$ cat src/rtl/cache_fill_fsm_if.sv
// Miss-handler bus bundle: cache-side miss request, memory read port and cache fill write port.
// master is the fill FSM; slave is the surrounding cache/memory environment.
interface cache_fill_fsm_if #(
   parameter int unsigned ADDR_W = 16,
   parameter int unsigned DATA_W = 16
);
   logic              miss_detected;
   logic [ADDR_W-1:0] miss_address;
   logic [DATA_W-1:0] memory_data;
   logic              memory_data_valid;
   logic              fsm_busy;
   logic              memory_enable;
   logic [ADDR_W-1:0] memory_address;
   logic              write_data_array;
   logic              write_tag_array;
   logic [ADDR_W-1:0] cache_address;
   logic [DATA_W-1:0] cache_data;

   modport master (
      input  miss_detected, miss_address, memory_data, memory_data_valid,
      output fsm_busy, memory_enable, memory_address, write_data_array, write_tag_array,
             cache_address, cache_data
   );

   modport slave (
      output miss_detected, miss_address, memory_data, memory_data_valid,
      input  fsm_busy, memory_enable, memory_address, write_data_array, write_tag_array,
             cache_address, cache_data
   );
endinterface

$ cat src/rtl/cache_fill_fsm.sv
// Cache miss handler: streams one block from a pipelined memory into the data array,
// one request per cycle, then writes the tag alongside the last returned word.
module cache_fill_fsm #(
   parameter int unsigned BLOCK_WORDS = 8,
   parameter int unsigned ADDR_W      = 16,
   parameter int unsigned DATA_W      = 16
) (
   input logic                clk,
   input logic                rst_n,
   cache_fill_fsm_if.master   bus_io
);

   localparam int unsigned IdxW  = $clog2(BLOCK_WORDS);
   localparam int unsigned CntW  = IdxW + 1;
   localparam int unsigned Off   = IdxW + 1;
   localparam int unsigned BaseW = ADDR_W - Off;

   localparam logic [CntW-1:0] BlockCnt = CntW'(BLOCK_WORDS);
   localparam logic [CntW-1:0] LastCnt  = CntW'(BLOCK_WORDS - 1);

   localparam logic [0:0] StIdle = 1'b0;
   localparam logic [0:0] StFill = 1'b1;

   logic [0:0]       state_q, state_d;
   logic [BaseW-1:0] base_q, base_d;
   logic [CntW-1:0]  issue_cnt_q, issue_cnt_d;
   logic [CntW-1:0]  recv_cnt_q, recv_cnt_d;

   logic              busy;
   logic              mem_en;
   logic [ADDR_W-1:0] mem_addr;
   logic              wr_data;
   logic              wr_tag;
   logic [ADDR_W-1:0] c_addr;
   logic [DATA_W-1:0] c_data;

   always_comb begin
      state_d     = state_q;
      base_d      = base_q;
      issue_cnt_d = issue_cnt_q;
      recv_cnt_d  = recv_cnt_q;
      busy        = 1'b0;
      mem_en      = 1'b0;
      mem_addr    = '0;
      wr_data     = 1'b0;
      wr_tag      = 1'b0;
      c_addr      = '0;
      c_data      = '0;
      case (state_q)
         StIdle: begin
            if (bus_io.miss_detected) begin
               busy    = 1'b1;
               base_d  = bus_io.miss_address[ADDR_W-1:Off];
               state_d = StFill;
            end
         end
         StFill: begin
            busy = 1'b1;
            if (issue_cnt_q < BlockCnt) begin
               mem_en      = 1'b1;
               mem_addr    = {base_q, issue_cnt_q[IdxW-1:0], 1'b0};
               issue_cnt_d = issue_cnt_q + CntW'(1);
            end
            // A return past the last word cannot happen; it is dropped rather than written.
            if (bus_io.memory_data_valid && (recv_cnt_q < BlockCnt)) begin
               wr_data    = 1'b1;
               c_addr     = {base_q, recv_cnt_q[IdxW-1:0], 1'b0};
               c_data     = bus_io.memory_data;
               recv_cnt_d = recv_cnt_q + CntW'(1);
               if (recv_cnt_q == LastCnt) begin
                  wr_tag      = 1'b1;
                  state_d     = StIdle;
                  issue_cnt_d = '0;
                  recv_cnt_d  = '0;
               end
            end
         end
         default: begin
            state_d     = StIdle;
            issue_cnt_d = '0;
            recv_cnt_d  = '0;
         end
      endcase
   end

   always_ff @(posedge clk or negedge rst_n) begin
      if (!rst_n) begin
         state_q     <= StIdle;
         base_q      <= '0;
         issue_cnt_q <= '0;
         recv_cnt_q  <= '0;
      end else begin
         state_q     <= state_d;
         base_q      <= base_d;
         issue_cnt_q <= issue_cnt_d;
         recv_cnt_q  <= recv_cnt_d;
      end
   end

   // Stall is combinational from miss; hold it low while reset is asserted.
   assign bus_io.fsm_busy         = busy & rst_n;
   assign bus_io.memory_enable    = mem_en;
   assign bus_io.memory_address   = mem_addr;
   assign bus_io.write_data_array = wr_data;
   assign bus_io.write_tag_array  = wr_tag;
   assign bus_io.cache_address    = c_addr;
   assign bus_io.cache_data       = c_data;

endmodule

$ cat src/flat_wrapper.sv
// flat-port wrapper written by rule: the top's interface ports become plain ports
module cache_fill_fsm_flat 
#(
   parameter int unsigned BLOCK_WORDS = 8,
   parameter int unsigned ADDR_W      = 16,
   parameter int unsigned DATA_W      = 16
)
  (clk, rst_n, bus_io_miss_detected, bus_io_miss_address, bus_io_memory_data, bus_io_memory_data_valid, bus_io_fsm_busy, bus_io_memory_enable, bus_io_memory_address, bus_io_write_data_array, bus_io_write_tag_array, bus_io_cache_address, bus_io_cache_data);
  cache_fill_fsm_if #(.ADDR_W(ADDR_W), .DATA_W(DATA_W)) bus_io_i ();
  input logic clk;
  input logic rst_n;
  input wire logic [$bits(bus_io_i.miss_detected)-1:0] bus_io_miss_detected;
  input wire logic [$bits(bus_io_i.miss_address)-1:0] bus_io_miss_address;
  input wire logic [$bits(bus_io_i.memory_data)-1:0] bus_io_memory_data;
  input wire logic [$bits(bus_io_i.memory_data_valid)-1:0] bus_io_memory_data_valid;
  output wire logic [$bits(bus_io_i.fsm_busy)-1:0] bus_io_fsm_busy;
  output wire logic [$bits(bus_io_i.memory_enable)-1:0] bus_io_memory_enable;
  output wire logic [$bits(bus_io_i.memory_address)-1:0] bus_io_memory_address;
  output wire logic [$bits(bus_io_i.write_data_array)-1:0] bus_io_write_data_array;
  output wire logic [$bits(bus_io_i.write_tag_array)-1:0] bus_io_write_tag_array;
  output wire logic [$bits(bus_io_i.cache_address)-1:0] bus_io_cache_address;
  output wire logic [$bits(bus_io_i.cache_data)-1:0] bus_io_cache_data;
  assign bus_io_i.miss_detected = bus_io_miss_detected;
  assign bus_io_i.miss_address = bus_io_miss_address;
  assign bus_io_i.memory_data = bus_io_memory_data;
  assign bus_io_i.memory_data_valid = bus_io_memory_data_valid;
  assign bus_io_fsm_busy = bus_io_i.fsm_busy;
  assign bus_io_memory_enable = bus_io_i.memory_enable;
  assign bus_io_memory_address = bus_io_i.memory_address;
  assign bus_io_write_data_array = bus_io_i.write_data_array;
  assign bus_io_write_tag_array = bus_io_i.write_tag_array;
  assign bus_io_cache_address = bus_io_i.cache_address;
  assign bus_io_cache_data = bus_io_i.cache_data;
  cache_fill_fsm #(.BLOCK_WORDS(BLOCK_WORDS), .ADDR_W(ADDR_W), .DATA_W(DATA_W)) u_core (.clk(clk), .rst_n(rst_n), .bus_io(bus_io_i));
endmodule
$ cat config.mk
export PLATFORM = sky130hd
export DESIGN_NAME = cache_fill_fsm_flat
export DESIGN_NICKNAME = d
export VERILOG_FILES = /design/src/rtl/cache_fill_fsm_if.sv /design/src/rtl/cache_fill_fsm.sv /design/src/flat_wrapper.sv
export SDC_FILE = /design/constraint.sdc
export NUM_CORES = 1
export LEC_CHECK = 0
export ABC_AREA = 1
export ABC_CLOCK_PERIOD_IN_PS = 2200
export CELL_PAD_IN_SITES_DETAIL_PLACEMENT = 2
export CELL_PAD_IN_SITES_GLOBAL_PLACEMENT = 2
export CORE_ASPECT_RATIO = 0.8
export CORE_MARGIN = 5
export CORE_UTILIZATION = 18
export CTS_CLUSTER_DIAMETER = 40
export DETAILED_ROUTE_END_ITERATION = 12
export GPL_TIMING_DRIVEN = 1
export PLACE_DENSITY = 0.8
export SYNTH_ARGS = -nofsm -noshare
export SYNTH_HDL_FRONTEND = slang
export SYNTH_SLANG_ARGS = --single-unit
$ cat constraint.sdc
create_clock -name clk -period 2.2 [get_ports clk]
set_clock_uncertainty 0.05 [all_clocks]
set_input_delay 0.44 -clock clk [delete_from_list [all_inputs] [get_ports clk]]
set_output_delay 0.44 -clock clk [all_outputs]
set_load 0.02 [all_outputs]
# Yosys cells after proc, flatten, opt, wreduce, memory -nomap -nowiden
# Cells that the tools add are included.
op_classes:
  add_sub_neg: 2
  order_cmp: 2
  eq_ne: 1
  muxes: 22
  bitwise_logic: 2
  n_reduce_logical: 3
op_table:
  columns: ["cell", "n"]
  rows:
  - ["16-bit two-way mux", 6]
  - ["4-bit two-way mux", 4]
  - ["1-bit two-way mux", 10]
  - ["4-bit by 1-bit adder with 4-bit output, second input constant", 2]
  - ["4-bit less-than comparator, second input constant", 2]
  - ["4-bit by 3-bit == test with 1-bit output, second input constant", 1]
  - ["1-bit one-hot mux with 2 select lines", 2]
  - ["2-bit AND reduction", 2]
  - ["1-bit AND", 1]
  - ["1-bit logical AND", 1]
  - ["1-bit NOT", 1]
word_totals:
  ff_bits: 21
  inputBits: 36
  word_cells: 36

# Logic depth before layout (Yosys ltp)
# Gate-level depths: netlist (run 1).
depth:
  ltp_word: 4
  depth_mapped: 6
  mapped_depth_nobuf: 6

# Least setup slack after synthesis (run 1)
# OpenSTA, ideal clock, no wires.
synth_path:
  path_kind: "register to output"
  startpoint: "register u_core.state_q"
  endpoint: "output port bus_io_cache_address[10]"
  arrival_time_ps: 1182
  required_ps: 1710
  setup_slack_ps: 528
  path_stages_with_launch: 7
  cell_sequence: "dfrtp_1 -> buf_4 -> nand2_4 -> nor2_8 -> inv_2 -> buf_6 -> nor2_1"
synth_between:
  elab_chain_len: 1
synth_lines:
  columns: ["element", "line_no", "text"]
  rows:
  - ["start, declared", "cache_fill_fsm.sv:24", "logic [0:0] state_q, state_d;"]
  - ["start signal, assigned", "cache_fill_fsm.sv:88", "state_q <= StIdle;"]
  - ["start signal, assigned", "cache_fill_fsm.sv:93", "state_q <= state_d;"]
  - ["16-bit two-way mux", "cache_fill_fsm.sv:49", "case (state_q)"]
  - ["end, declared", "flat_wrapper.sv:21", "output wire logic [$bits(bus_io_i.cache_address)-1:0] bus_io_cache_address;"]
# No other way between the ends.

# Worst setup path in the final report (run 1)
layout_path:
  startpoint: "register u_core.state_q"
  endpoint: "output port bus_io_memory_address[15]"
layout_between:
  elab_chain_len: 1
layout_lines:
  columns: ["element", "line_no", "text"]
  rows:
  - ["16-bit two-way mux", "cache_fill_fsm.sv:49", null]
  - ["end, declared", "flat_wrapper.sv:18", "output wire logic [$bits(bus_io_i.memory_address)-1:0] bus_io_memory_address;"]
# No other way between the ends.

==> metrics.csv, run 1 <==
stage,metric,value,unit
run_status,status,"complete, no violations",
global_route,busiest_layer,met2,
die,num_rows,27,
setup_path,end_kind,output port,
die,fp.dieH,86.3,µm
placement,dp_hpwl,4120,µm
global_route,grt_pass1_vias,1589,
pwr,p_per_area,366,nW/µm²
logic_synthesis,syn_inst,187,
finish,final_cell_mix,"nor2_1, inv_1, dlygate4sd2_1",
worst_hold_path,min_path_type,register to register,
setup_path,criticalPathCategory,register to output port,
routing,firstDrtPassIters,4,
setup_path,crit_path_start_kind,register,
setup_path,rr_startpoint,u_core.state_q,
timing,report.final.setup_viol,0,
pwr,vdd_drop_max,0.181,mV
clock_tree,h-tree-depth,1,
routing,dr_total_vias,1468,
pwr,p_leak,1.38,nW
finish,utilization,0.314,
worst_hold_path,whs_path_depth,2,
global_route,grt_use_met3,0.0380,
clock_tree,clock-sinks,21,
global_route,grt_use_met2,0.203,
clock_tree,clock_path_buffers,2,
setup_path,arrival,1.60,ns
die,die-area,9100,µm²
clock_tree,ctsHoldBuffers,0,
global_route,grt_pass1_wl,8180,µm
die,fp.dieW,105,µm
global_route,globalRouteOverflowTotal,0,
die,core,6990,µm²
logic_synthesis,avgSynthCellArea,7.01,µm²
timing,max_freq,0.479,GHz
clock_tree,cts.repair.resized,96,
timing,finalHoldViolations,0,
setup_path,crit_required,1.71,ns
finish,area_growth,67.4,%
global_route,grt_usage,0.111,
routing,remaining_drc_errors,0,
routing,routedWlPerCell,14.0,µm
die,io_pins,88,
clock_tree,tritoncts,yes,
global_route,grt_max_degree,25,
clock_tree,cts_made_buffers,3,
routing,final_antenna_net_count,0,
global_route,antenna_found_initial,0,
setup_path,cp_max_fo,10,
clock_tree,clock-root-buffer,clkbuf_8,
logic_synthesis,synth_seq_cells,21,
pwr,finalPower,804,µW
setup_path,rr_worst_depth,5,
logic_synthesis,synth_warnings,0,
clock_tree,cts.clk_slew.worst_paths,0.08,ns
placement,gp_congestion,0.726,
routing,drtIter0Drc,20,
logic_synthesis,synth_area,1310,µm²
finish,layout-drive-gt1-share,0.178,
routing,wl,5090,µm
worst_hold_path,hold_start,u_core.base_q[10],
clock_tree,post_cts_buffers,0,
logic_synthesis,synthDistinctLibCells,19,
clock_tree,worstSkewPairLatency,0.26,ns
die,start_util,0.188,
timing,period_share,0.948,
timing,maxSlewViolCount,0,
logic_synthesis,seq_area_frac_synth,0.401,
timing,post-route-min-period,2.09,ns
finish,nets,316,
routing,viasPerCell,4.04,
finish,final_common_cell,nor2_1,
finish,antenna_cells,0,
placement,io_buffers,81,
setup_path,crit_start,u_core.state_q,
global_route,gr-usage-met1,0.133,
timing,setup-tns-final,0,ns
job,maxCapViolCount,0,
-- cell usage after synthesis (all sizes together) --
cell,number,area share
nor3,1,0.0076
inv,41,0.12
o21ai,2,0.0076
dfrtp,21,0.40
conb,1,0.0029
nor2,68,0.23
buf,9,0.064
ha,3,0.029
nand3,5,0.019
nand4,2,0.0095
nand2,22,0.071
a21oi,12,0.046
-- flip-flops by register name, indices dropped and copies added, names as in the netlist --
register,flops
u_core.base_q,12
u_core.issue_cnt_q,4
u_core.recv_cnt_q,4
u_core.state_q,1
-- metal layers --
layer / part of all wire / wire length, µm / up-vias
li1: - / - / 712
met1: 0.42 / 2150 / 710
met2: 0.51 / 2590 / 46
met3: 0.068 / 345 / 0
met4: 0 / 0 / 0
met5: 0 / 0 / -
-- per-stage QoR --
| step | cells | worst slack (ns) | instance area (µm²) | hold slack [ns] |
|---|---|---|---|---|
| final | 363 | 0.114 | 2190 | 0.477 |
| after global placement | 359 | -0.378 | 2270 | 0.459 |
| after detailed placement | 359 | -0.454 | 2270 | 0.467 |
| after floorplan | 188 | 0.528 | 1320 | 0.0944 |
| after global routing | 363 | -0.0173 | 2190 | 0.508 |
| after CTS | 363 | 0.00112 | 2200 | 0.488 |
-- worst paths after layout --
kind	to	slack, ns
setup reg to reg	u_core.base_q[11]	0.75
max in group asynchronous	u_core.state_q	1.32
setup / recovery	bus_io_memory_address[15]	0.11
hold reg to reg	u_core.base_q[10]	0.48
min in group asynchronous	u_core.base_q[11]	0.54
hold / removal	u_core.base_q[10]	0.48
-- layout make-up --
class                      instances  area, µm²
fill                             855       4800
clock buffer                       4       45.0
timing repair buffer              93        808
tap                               87        109
multi-input combinational        117        552
sequential                        21        527
inverter                          41        154
-- worst max-delay path, stage by stage (launching register included) --
cell and delay (ns):
dfrtp_2 0.42, buf_4 0.14, nand2_1 0.08, buf_4 0.19
nor2_1 0.13, dlygate4sd2_1 0.37
-- cells by family after synthesis --
| group | share of synthesized area |
|---|---|
| AO/OA/AOI/OAI | 0.0534 |
| adder cells (fa/ha/maj) | 0.0286 |
| buffers and inverters | 0.181 |
| flip-flops | 0.401 |
| other | 0.00286 |
| AND/OR/NAND/NOR | 0.333 |
-- power breakdown --
part           internal (mW)  switching (mW)  leakage, nW  total, mW
Combinational         0.0683          0.0596         1.14      0.128
Sequential             0.407         0.00798        0.211      0.415
Clock                  0.129           0.131       0.0228      0.261
Total                  0.605           0.199         1.38      0.804
Power figures use the tool's default switching activity.
==> run 2: changes to the inputs <==
--- a/config.mk
+++ b/config.mk
@@ -14,7 +14,6 @@
 export CORE_UTILIZATION = 18
 export CTS_CLUSTER_DIAMETER = 40
 export DETAILED_ROUTE_END_ITERATION = 12
-export GPL_TIMING_DRIVEN = 1
 export PLACE_DENSITY = 0.8
 export SYNTH_ARGS = -nofsm -noshare
 export SYNTH_HDL_FRONTEND = slang
==> results of run 2 <==
Same layout as run 1: the final DEF is identical, and so are final timing and power.
